<file path="config.mk">
export PLATFORM = sky130hd
export DESIGN_NAME = nibble_serial_adder
export DESIGN_NICKNAME = d
export VERILOG_FILES = /design/src/rtl/nibble_serial_adder.sv
export SDC_FILE = /design/constraint.sdc
export NUM_CORES = 1
export LEC_CHECK = 0
export ABC_CLOCK_PERIOD_IN_PS = 1800
export BUFFER_PORTS_ARGS = -buffer_cell sky130_fd_sc_hd__buf_2
export CAP_MARGIN = 10
export CORE_AREA = 3 3 74 76
export CTS_BUF_LIST = sky130_fd_sc_hd__clkbuf_8
export CTS_CLUSTER_SIZE = 16
export DETAILED_ROUTE_END_ITERATION = 16
export DIE_AREA = 0 0 77 79
export HOLD_SLACK_MARGIN = 0.08
export PLACE_DENSITY = 0.79
export SLEW_MARGIN = 20
export SYNTH_ARGS = -nofsm -noshare
export SYNTH_HDL_FRONTEND = slang
export SYNTH_SLANG_ARGS = --single-unit
</file>
<file path="constraint.sdc">
create_clock -name clk -period 1.8 [get_ports clk]
set_input_delay 0.36 -clock clk [delete_from_list [all_inputs] [get_ports clk]]
set_output_delay 0.36 -clock clk [all_outputs]
set_load 0.05 [all_outputs]
</file>
<file path="src/rtl/nibble_serial_adder.sv">
// nibble_serial_adder
//   Adds two W-bit operands (W = 4*NIBBLES) one nibble per clock by
//   time-sharing an external combinational 4-bit adder (add4).  The result is
//   assembled in a register and held until the next accepted start.
//
//   Build option: define SIGNED_OVF_EN to add the registered signed-overflow
//   output 'ovf'.  Without it the port and its logic are absent.
//
// Ports
//   clk       in   sole clock, rising edge
//   rst_n     in   asynchronous active-low reset
//   start     in   begin an addition (only honoured in IDLE)
//   op_a/op_b in   W-bit operands, captured on accepted start
//   cin       in   carry-in, captured on accepted start
//   busy      out  high in RUN and DONE
//   done      out  one-cycle pulse, sum/cout valid
//   sum       out  W-bit registered result
//   cout      out  registered final carry
//   ovf       out  signed overflow (SIGNED_OVF_EN only)
//   add_A/B   out  nibble operands to the external adder (0 outside RUN)
//   add_Cin   out  carry to the external adder (0 outside RUN)
//   add_Sum   in   external adder sum, combinational
//   add_Cout  in   external adder carry-out, combinational
module nibble_serial_adder #(
  parameter int NIBBLES = 4
) (
  input  logic                   clk,
  input  logic                   rst_n,
  input  logic                   start,
  input  logic [4*NIBBLES-1:0]   op_a,
  input  logic [4*NIBBLES-1:0]   op_b,
  input  logic                   cin,
  output logic                   busy,
  output logic                   done,
  output logic [4*NIBBLES-1:0]   sum,
  output logic                   cout,
`ifdef SIGNED_OVF_EN
  output logic                   ovf,
`endif
  output logic [3:0]             add_A,
  output logic [3:0]             add_B,
  output logic                   add_Cin,
  input  logic [3:0]             add_Sum,
  input  logic                   add_Cout
);

  localparam int W = 4 * NIBBLES;
  localparam logic [3:0] LAST_CNT = 4'(NIBBLES - 1);

  typedef enum logic [1:0] {
    ST_IDLE = 2'd0,
    ST_RUN  = 2'd1,
    ST_DONE = 2'd2
  } state_t;

  state_t         state_r;
  logic [W-1:0]   a_sh_r;
  logic [W-1:0]   b_sh_r;
  logic [3:0]     cnt_r;
  logic [W-1:0]   sum_r;
  logic           cout_r;
  logic           busy_r;
  logic           done_r;
  logic [3:0]     add_a_r;
  logic [3:0]     add_b_r;
  // Carry register; it also drives add_Cin directly so that output stays
  // registered.  It is cleared on the final edge once its value is in cout_r.
  logic           carry_r;
`ifdef SIGNED_OVF_EN
  logic           a_msb_r;
  logic           b_msb_r;
  logic           ovf_r;
`endif

  logic [W-1:0]   a_next_s;
  logic [W-1:0]   b_next_s;
  logic [W-1:0]   sum_next_s;
  logic           last_s;

  // Next-state helpers: operand shift, nibble merge into sum, last-nibble flag.
  always_comb begin
    a_next_s   = a_sh_r >> 3'd4;
    b_next_s   = b_sh_r >> 3'd4;
    last_s     = (cnt_r == LAST_CNT);
    sum_next_s = sum_r;
    for (int i = 0; i < NIBBLES; i++) begin
      if (cnt_r == 4'(i)) begin
        sum_next_s[i*4 +: 4] = add_Sum;
      end else begin
        sum_next_s[i*4 +: 4] = sum_r[i*4 +: 4];
      end
    end
  end

  // Control FSM plus datapath registers; all outputs come from these flops.
  always_ff @(posedge clk or negedge rst_n) begin
    if (!rst_n) begin
      state_r <= ST_IDLE;
      a_sh_r  <= '0;
      b_sh_r  <= '0;
      cnt_r   <= 4'd0;
      sum_r   <= '0;
      cout_r  <= 1'b0;
      busy_r  <= 1'b0;
      done_r  <= 1'b0;
      add_a_r <= 4'd0;
      add_b_r <= 4'd0;
      carry_r <= 1'b0;
`ifdef SIGNED_OVF_EN
      a_msb_r <= 1'b0;
      b_msb_r <= 1'b0;
      ovf_r   <= 1'b0;
`endif
    end else begin
      case (state_r)
        ST_IDLE: begin
          if (start) begin
            state_r <= ST_RUN;
            busy_r  <= 1'b1;
            a_sh_r  <= op_a;
            b_sh_r  <= op_b;
            carry_r <= cin;
            cnt_r   <= 4'd0;
            sum_r   <= '0;
            cout_r  <= 1'b0;
            // Pre-load the adder inputs so the first RUN cycle sees nibble 0.
            add_a_r <= op_a[3:0];
            add_b_r <= op_b[3:0];
`ifdef SIGNED_OVF_EN
            a_msb_r <= op_a[W-1];
            b_msb_r <= op_b[W-1];
            ovf_r   <= 1'b0;
`endif
          end else begin
            state_r <= ST_IDLE;
          end
        end
        ST_RUN: begin
          sum_r  <= sum_next_s;
          a_sh_r <= a_next_s;
          b_sh_r <= b_next_s;
          cnt_r  <= cnt_r + 4'd1;
          if (last_s) begin
            state_r <= ST_DONE;
            done_r  <= 1'b1;
            cout_r  <= add_Cout;
            add_a_r <= 4'd0;
            add_b_r <= 4'd0;
            carry_r <= 1'b0;
`ifdef SIGNED_OVF_EN
            ovf_r   <= (a_msb_r == b_msb_r) && (add_Sum[3] != a_msb_r);
`endif
          end else begin
            state_r <= ST_RUN;
            add_a_r <= a_next_s[3:0];
            add_b_r <= b_next_s[3:0];
            carry_r <= add_Cout;
          end
        end
        ST_DONE: begin
          state_r <= ST_IDLE;
          busy_r  <= 1'b0;
          done_r  <= 1'b0;
        end
        default: begin
          state_r <= ST_IDLE;
          busy_r  <= 1'b0;
          done_r  <= 1'b0;
          add_a_r <= 4'd0;
          add_b_r <= 4'd0;
          carry_r <= 1'b0;
        end
      endcase
    end
  end

  assign busy    = busy_r;
  assign done    = done_r;
  assign sum     = sum_r;
  assign cout    = cout_r;
  assign add_A   = add_a_r;
  assign add_B   = add_b_r;
  assign add_Cin = carry_r;
`ifdef SIGNED_OVF_EN
  assign ovf     = ovf_r;
`endif

endmodule

</file>
==> results.toml, run 1 <==
[cts]
cts_buffers = 9
clock_latency_ps = 340
cts_buffer_depth = 2
cts_sinks = 58
clk_pin_slew_worst_paths_ps = 70
cts_tree = "built"
clockRootBuffer = "clkbuf_8"
postCtsSetupBuffers = 0
h-tree-depth = 3

[global_route]
grt_pass1_wl_um = 9700
grt_overflow = 0
antenna_found_initial = 0
grt_pass1_vias = 2030
grt_max_degree = 59
grt_usage_pct = 20.7

[synth]
ys_seq_elements = 58
synth_compound_area_share_pct = 15.3
synth_edf_count = 0
synthCells = 228
synth_mux_area_share_pct = 11.5
avgSynthCellArea_um2 = 11.4
ys_warn_count = 0
synth_top_family_by_area = "compound AO/OA/AOI/OAI gates"
synth_fp_nets = 273
synth_async_sr_flop_share_pct = 100
synth_flop_cell = "dfrtp_1"
synth_area_leaders = "dfrtp_1 56%, mux2i_1 12%, nand2_1 4.2%, a22o_1 4.0%, o21ai_0 3.7%"
synth-xor-area-share_pct = 0.337
synth-simple-area-share_pct = 11.0
synth_top_cell_area_share_pct = 55.8
syn_area_um2 = 2600
ys_types = 33
ys_seq_area_share_pct = 55.8
yosys.area_share.adder_pct = 1.92
yosys.area.top_type = "dfrtp_1"

[sta]
finClkSkew_ps = 8.16
max_freq_ghz = 0.618
slew-limit-headroom_pct = 68.6
final_hold_viol_count = 0
tightest_slew_ps = 469
tns_ps = 0
fin_crit_sh_pct = 89.9
rsz0062_at_grt = "no"
min_period_ps = 1620
finalSetupViolations = 0
slew_violations = 0

[floorplanning]
die_h_um = 79
rows = 25
dieArea_um2 = 6080
ios = 69
die_x_um = 77
core_area_um2 = 4790
start_util_pct = 54.4

[hold_path]
min_path_cells = 2
hold_class = "input port to register"

[setup_path]
max_stage_delay_ps = 420
ff2ff_path_depth = 5
cp_slowest_cell = "dfrtp_1"
endpoint_kind = "register"
crit_path_max_fanout = 4
worstSetupPathType = "register to register"
crit_chain = "inv_1, ha_1, or3b_1, a21o_1, a22o_1"
required_ps = 2030
crit_arrival_ps = 1840
critPathLaunchType = "register"
r2r_slack_ps = 180

[routing]
antenna_left = 0
wl_um = 5590
wl_met1_um = 2680
vias = 1953
post_drt_via_cell_ratio = 5.18
wl_per_cell_um = 14.8
drc = 0
drt_first_pass_iters = 6
drt_iter0_drc = 82
route.met3.wl_um = 255
wl_met2_um = 2520
highest_layer = "met4"

[pwr]
ir_drop_uv = 919
power_w = 0.00631
leakagePower_nw = 1.74
power_density_nw_per_um2 = 1930

[final_layout]
final_util_pct = 68.2
layout.cells.non_filler = 377
post-route-cell-area_um2 = 3260
fillers = 355
layout_commonest_cell = "buf_2"
multi_input_area_um2 = 1050
syn_to_final_growth_pct = 25.4
seq_area_um2 = 1450
antennaDiodeCount = 0
final_nets = 350
drive_above_1_share_pct = 32.9
mostFrequentLayoutCells = "68 x buf_2, 58 x dfrtp_1, 30 x mux2i_1, 29 x nand2_1, 19 x o21ai_0"

[placed_design]
gp_congestion = 0.870
placed_area_um2 = 3050
port_buffers = 68
place_inst = 360
dp_hpwl_um = 4010

[run]
drv_cap = 0

[run_status]
status = "finished clean"
-- report_power, final --
group / total (W) / leakage [nW] / internal (W) / switching, W
Combinational: 0.00293 / 0.887 / 0.000978 / 0.00196
Sequential: 0.00216 / 0.751 / 0.00182 / 0.000334
Clock: 0.00122 / 0.105 / 0.000707 / 0.000511
-- synthesized netlist by cell type, types with 4 or more instances --
cell and count:
dfrtp_1 58, mux2i_1 30, nand2_1 29, o21ai_0 19, a22o_1 12, inv_1 10
o2bb2ai_1 8, buf_2 6, nand3_1 6, a32oi_1 5, clkbuf_1 5, nor2b_1 5
a21oi_1 4, ha_1 4, nor2_1 4
-- metal layers --
| metal | vias up | GRT usage (%) |
|---|---|---|
| met5 | - | 0 |
| met2 | 59 | 30.5 |
| met3 | 13 | 4.42 |
| met4 | 0 | 11.9 |
| li1 | 973 | - |
| met1 | 908 | 28.5 |
-- final timing paths --
path | start | to
hold reg to reg | b_sh_r[7] | add_B[3]
max in group asynchronous | rst_n | a_sh_r[8]
setup reg to reg | cnt_r[1] | sum[0]
hold / removal | op_b[15] | b_sh_r[15]
setup / recovery | cnt_r[1] | sum[0]
min in group asynchronous | rst_n | sum[4]
-- critical path, delay by kind of cell (launching register included) --
kind	cells	cell delay, ps
AO/OA/AOI/OAI	2	470
adder cells (fa/ha/maj)	1	140
buffers and inverters	1	120
flip-flops	1	420
AND/OR/NAND/NOR	1	360
-- cell families (layout without fill, tap and decap cells) --
kind of cell | after synthesis | after routing
compound gates | 56 | 56
mux | 30 | 30
fa+ha+maj | 4 | 4
buf+inv | 23 | 105
flops | 58 | 58
simple gates | 56 | 56
xor+xnor | 1 | 1
-- layout make-up --
class | instances | share of cell area [%]
Sequential cell | 58 | 44.5
Timing Repair Buffer | 79 | 13.4
Clock inverter | 5 | 1.61
Clock buffer | 11 | 4.64
Tap cell | 67 | 2.57
Multi-Input combinational cell | 147 | 32.1
Inverter | 10 | 1.15
-- flip-flops by register name (all words and copies together) (netlist names) --
signal	count
busy	1
b_sh_r	12
a_sh_r	12
done	1
add_B	4
state_r	2
cout	1
add_Cin	1
cnt_r	4
add_A	4
sum	16
-- per-stage QoR --
step | setup slack, ps | hold WS (ps)
6_report | 181 | 246
5_1_grt | 89.9 | 245
4_1_cts | 193 | 236
3_5_place_dp | 192 | 383
3_3_place_gp | 251 | 383
2_1_floorplan | 281 | 64.4
-- repair_timing --
action                                  in CTS  in global routing
hold buffers                                 1                  0
endpoints found under the hold margin       58                  0
gates resized for setup                      0                  0
endpoints found under the setup margin       0                  0
No activity file was read; power rests on OpenSTA's default activity.
==> run 2, diff against run 1 <==
--- a/config.mk
+++ b/config.mk
@@ -5,6 +5,7 @@
 export SDC_FILE = /design/constraint.sdc
 export NUM_CORES = 1
 export LEC_CHECK = 0
+export ABC_AREA = 1
 export ABC_CLOCK_PERIOD_IN_PS = 1800
 export BUFFER_PORTS_ARGS = -buffer_cell sky130_fd_sc_hd__buf_2
 export CAP_MARGIN = 10
==> run 2 against run 1 <==
Compared with the run above:
- worst hold slack worse by 22 ps
- synthesized cell count is 39% higher
- core utilization is 2.2 points lower
- register-to-register slack better by 140 ps
- critical endpoint is now sum[7]
- largest cell class unchanged
- largest power group unchanged
==> results.toml, run 2 <==
[run_status]
status = "finished clean"

[setup_path]
ff2ff_path_depth = 5
crit_path_max_fanout = 13
critPathLaunchType = "register"
required_ps = 2060
worstSetupPathType = "register to register"
crit_arrival_ps = 1750
endpoint_kind = "register"
timing.rr.start = "state_r[1]"
r2r_slack_ps = 320
r2r-end = "sum[7]"

[routing]
drt_first_pass_iters = 4
vias = 2204
wl_um = 5700
post_drt_via_cell_ratio = 4.78
drc = 0
drt_iter0_drc = 156
wl_per_cell_um = 12.4
antenna_left = 0

[sta]
max_freq_ghz = 0.674
fin_crit_sh_pct = 82.4
slew-limit-headroom_pct = 62.2
setup_slack_ps = 317
min_period_ps = 1480
rsz0062_at_grt = "no"
finalSetupViolations = 0
tns_ps = 0
final_hold_viol_count = 0
hold-worst-slack_ps = 224
slew_violations = 0
tightest_slew_ps = 565
finClkSkew_ps = 5.90

[synth]
syn_area_um2 = 2580
yosys.area.top_type = "dfrtp_1"
ys_seq_elements = 58
synth_fp_nets = 362
synth_async_sr_flop_share_pct = 100
ys_seq_area_share_pct = 56.1
avgSynthCellArea_um2 = 8.15
synth_edf_count = 0
synth_common_cells = "157 x nand2_1, 58 x dfrtp_1, 37 x nand3_1"
synth_flop_cell = "dfrtp_1"
synth_area_leaders = "dfrtp_1 56%, nand2_1 23%, nand3_1 7.2%, inv_1 2.3%, ha_1 1.9%"
ys_types = 17
ys_warn_count = 0
synthCells = 317
synthMostInstantiatedCell = "nand2_1"
synth_top_cell_area_share_pct = 56.1

[global_route]
antenna_found_initial = 0
grt_pass1_wl_um = 9940
grt_pass1_vias = 2147
grt_overflow = 0
grt_max_degree = 59
grt_usage_pct = 21.0

[floorplanning]
core_area_um2 = 4790
die_h_um = 79
ios = 69
start_util_pct = 54.0
rows = 25
die_x_um = 77
dieArea_um2 = 6080

[final_layout]
mostFrequentLayoutCells = "157 x nand2_1, 68 x buf_2, 58 x dfrtp_1, 37 x nand3_1, 20 x inv_1"
drive_above_1_share_pct = 23.1
syn_to_final_growth_pct = 22.1
final_nets = 436
layout.cells.non_filler = 461
layout_commonest_cell = "nand2_1"
largest_reg_flops = 16
antennaDiodeCount = 0

[cts]
postCtsSetupBuffers = 0
cts_tree = "built"
cts_buffer_depth = 2
cts_resized = 0
h-tree-depth = 3
clock_latency_ps = 330
clockRootBuffer = "clkbuf_8"
cts_buffers = 9
clk_pin_slew_worst_paths_ps = 60
cts_sinks = 58

[placed_design]
dp_slack_ps = 339
dp_hpwl_um = 4030
gp_congestion = 0.773
port_buffers = 68
place_inst = 446

[hold_path]
hold_class = "input port to register"
whs_endpoint = "b_sh_r[15]"
min_from = "op_b[15]"
min_path_cells = 3

[pwr]
power_density_nw_per_um2 = 1880
ir_drop_uv = 795
leakagePower_nw = 1.80

[run]
drv_cap = 0
## run 2: cell count changes after synthesis, sizes merged, moves of 5 or more
cell | previous run | this run
nor2 | 5 | 14
nor2b | 5 | 0
o211ai | 0 | 5
a32oi | 5 | 0
a22o | 12 | 0
nand3 | 7 | 37
nand2 | 29 | 158
clkbuf | 5 | 0
o21ai | 19 | 8
inv | 10 | 19
mux2i | 30 | 0
o2bb2ai | 8 | 0
## run 2: how the worst max path moves through the flow
| stage | from | end | depth (start not counted) |
|---|---|---|---|
| final | state_r[1] | sum[7] | 5 |
| after global routing | state_r[1] | sum[13] | 6 |
| after CTS | state_r[1] | sum[15] | 6 |
| after detailed placement | state_r[1] | sum[15] | 6 |
| after global placement | state_r[1] | sum[7] | 5 |
| after floorplan | state_r[0] | sum[0] | 6 |
## run 2: critical path, stage by stage, from the launching register on
cell and delay (ps):
dfrtp_1 450, inv_1 130, nand2_1 280, nor2_1 380
nand2_1 90, nand2_1 80
## run 2: metal layers
metal	part of all wire (%)	global-route usage (%)	vias to the layer above
met3	5.3	5.90	11
li1	-	-	1142
met5	0	0	-
met1	45	28.1	999
met2	47	32.5	52
met4	1.7	8.36	0
## run 2: what timing repair did
action,in CTS,in global routing
hold buffers,1,0
setup endpoints to repair,0,0
endpoints found under the hold margin,58,0
## run 2: cell families after synthesis
kind of cell,count (synthesis),synth area share [%]
buffers and inverters,30,5.28
AND/OR/NAND/NOR,210,33.3
AO/OA/AOI/OAI,15,3.39
flip-flops,58,56.1
adder cells (fa/ha/maj),4,1.94
## run 2: area by class of cell
class	instances	area, um2
Timing Repair Buffer	74	400
Tap cell	67	83.8
Inverter	19	71.3
Fill cell	436	1630
Sequential cell	58	1450
Multi-Input combinational cell	229	997
Clock buffer	10	138
Clock inverter	4	15.0
## run 2: report_power, final
part / leakage, nW / internal [W] / switching [W]
Sequential: 0.749 / 0.00182 / 0.000315
Clock: 0.0932 / 0.000500 / 0.000448
Combinational: 0.958 / 0.000742 / 0.00209
## run 2: per-stage QoR
step                total power, W  util (%)  instance area (um2)
CTS                        0.00596      66.0                 3160
global placement           0.00491      62.6                 2990
global route               0.00640      66.0                 3160
finish                     0.00592      66.0                 3160
floorplan                  0.00430         -                 2580
detailed placement         0.00499      62.6                 2990
==> run 3, diff against run 2 <==
--- a/config.mk
+++ b/config.mk
@@ -6,16 +6,16 @@
 export NUM_CORES = 1
 export LEC_CHECK = 0
 export ABC_AREA = 1
-export ABC_CLOCK_PERIOD_IN_PS = 1800
+export ABC_CLOCK_PERIOD_IN_PS = 1270
 export BUFFER_PORTS_ARGS = -buffer_cell sky130_fd_sc_hd__buf_2
 export CAP_MARGIN = 10
-export CORE_AREA = 3 3 74 76
+export CORE_AREA = 3 3 77 79
 export CTS_BUF_LIST = sky130_fd_sc_hd__clkbuf_8
 export CTS_CLUSTER_SIZE = 16
 export DETAILED_ROUTE_END_ITERATION = 16
-export DIE_AREA = 0 0 77 79
+export DIE_AREA = 0 0 80 82
 export HOLD_SLACK_MARGIN = 0.08
-export PLACE_DENSITY = 0.79
+export PLACE_DENSITY = 0.77
 export SLEW_MARGIN = 20
 export SYNTH_ARGS = -nofsm -noshare
 export SYNTH_HDL_FRONTEND = slang
==> constraint.sdc (replaced) <==
create_clock -name clk -period 1.27 [get_ports clk]
set_input_delay 0.254 -clock clk [delete_from_list [all_inputs] [get_ports clk]]
set_output_delay 0.254 -clock clk [all_outputs]
set_load 0.05 [all_outputs]
==> run 3 against run 2 <==
Compared with the run above:
- clock skew rose by 2.8 ps
- non-clock buffer count rose by 20
- critical path depth rose by 2
- total power rose by 62%
- highest routed layer unchanged
- global-route usage fell by 2.6 points
- combinational power rose by 73%
- sequential share of layout area fell by 4.4 points
- sequential power rose by 41%
- routed wire length rose by 8.8%
- core utilization fell by 1.3 points
- via count rose by 7.1%
- register-to-register slack got worse by 300 ps
==> results.toml, run 3 (synthesis gave the netlist of run 2 again) <==
[run_status]
status = "finished clean"

[setup_path]
endpoint_kind = "register"
crit_end = "a_sh_r[8]"
worstSetupPathType = "register to register"
ff2ff_path_depth = 7
path_depth = 7
crit_top_cell = "nor2_4"
r2r-end = "a_sh_r[8]"
timing.rr.start = "state_r[0]"
crit_buf_inv = 3
r2r_slack_ps = 20
crit_path_max_fanout = 9
crit_arrival_ps = 1490
crit_chain = "inv_2, nor2_4, buf_12, nor2_4, buf_6, nand2_1, o211ai_1"
path_delay_family = "flip-flops"
critPathLaunchType = "register"
cp_slowest_cell = "dfrtp_2"
max_stage_delay_ps = 450
critPathLaunch = "state_r[0]"
required_ps = 1510

[final_layout]
final_nets = 456
antennaDiodeCount = 0
layout_commonest_cell = "nand2_1"
fillers = 451
syn_to_final_growth_pct = 35.1
largest_reg_flops = 16
mostFrequentLayoutCells = "153 x nand2_1, 68 x buf_2, 56 x dfrtp_1, 34 x nand3_1, 18 x buf_4"
drive_above_1_share_pct = 31.0

[sta]
finalSetupViolations = 0
finClkSkew_ps = 8.71
slew_violations = 0
min_period_ps = 1250
max_freq_ghz = 0.797
fin_crit_sh_pct = 98.8
rsz0062_at_grt = "yes"
slew-limit-headroom_pct = 76.7
tightest_slew_ps = 349
setup_slack_ps = 15.6
final_hold_viol_count = 0
hold-worst-slack_ps = 125

[cts]
cts_buffers = 9
cts_sinks = 58
cts_buffer_depth = 2
clockRootBuffer = "clkbuf_8"
clk_pin_slew_worst_paths_ps = 60
h-tree-depth = 3
cts_tree = "built"
clock_latency_ps = 330

[floorplanning]
core_area_um2 = 5410
dieArea_um2 = 6560
rows = 27
start_util_pct = 47.8
die_x_um = 80
die_h_um = 82
ios = 69

[routing]
wl_um = 6200
drc = 0
drt_first_pass_iters = 4
post_drt_via_cell_ratio = 4.84
vias = 2361
antenna_left = 0
drt_iter0_drc = 144
wl_per_cell_um = 12.7

[global_route]
grt_pass1_vias = 2218
grt_usage_pct = 18.4
antenna_found_initial = 0
grt_max_degree = 59
grt_pass1_wl_um = 9460
grt_overflow = 0

[placed_design]
dp_slack_ps = -40.1
port_buffers = 68
dp_hpwl_um = 4130
gp_congestion = 0.794

[hold_path]
min_path_cells = 3
min_from = "op_b[14]"
hold_class = "input port to register"

[pwr]
ir_drop_uv = 1060
leakagePower_nw = 1.94
power_density_nw_per_um2 = 2740

[run]
drv_cap = 0
==> run 3: worst register-to-register path, cell delays in order, from the launching register on <==
cell	delay (ps)
dfrtp_2	450
inv_2	80
nor2_4	40
buf_12	140
nor2_4	160
buf_6	160
nand2_1	60
o211ai_1	80
==> run 3: cell type report <==
class	count	area [um2]	area share [%]
tap	72	90.1	2.58
multi-input combinational	229	1050	30.1
timing repair buffer	94	622	17.8
clock inverter	2	8.76	0.251
inverter	19	76.3	2.18
sequential	58	1450	41.6
clock buffer	14	193	5.52
==> run 3: through the flow <==
step / total power (W) / std cells / setup TNS (ps) / area, um2 / util, %
detailed placement: 0.00730 / 462 / -251 / 3110 / 57.5
floorplan: 0.00609 / 317 / 0 / 2580 / -
finish: 0.00957 / 488 / 0 / 3490 / 64.6
global route: 0.0102 / 488 / -1430 / 3490 / 64.6
CTS: 0.00904 / 479 / -306 / 3340 / 61.8
global placement: 0.00719 / 462 / -8.00 / 3110 / 57.5
==> run 3: worst min path at each step <==
stage               slack, ps         end
floorplan                 -40  a_sh_r[10]
global placement          280      sum[1]
detailed placement        280      sum[2]
CTS                       120  b_sh_r[14]
global route              140  a_sh_r[12]
finish                    130  b_sh_r[14]
==> run 3: metal layers <==
metal / vias up / GRT usage, % / part of all wire, %
met1: 1113 / 22.6 / 43
met3: 5 / 3.51 / 4.8
li1: 1187 / - / -
met2: 56 / 31.8 / 51
met5: - / 0 / 0
met4: 0 / 7.60 / 1.2
==> run 3: repair_timing <==
| action | in CTS | in global routing |
|---|---|---|
| gates resized for setup | 7 | 18 |
| hold buffers | 1 | 0 |
| endpoints found under the setup margin | 26 | 52 |
| gates cloned | 0 | 1 |
| endpoints found under the hold margin | 58 | 0 |
| setup buffers | 0 | 8 |
| pin swaps | 0 | 3 |
==> run 3: power breakdown <==
group / internal [W] / switching [W]
Clock: 0.000965 / 0.000680
Sequential: 0.00259 / 0.000434
Combinational: 0.00164 / 0.00326
Total: 0.00519 / 0.00437
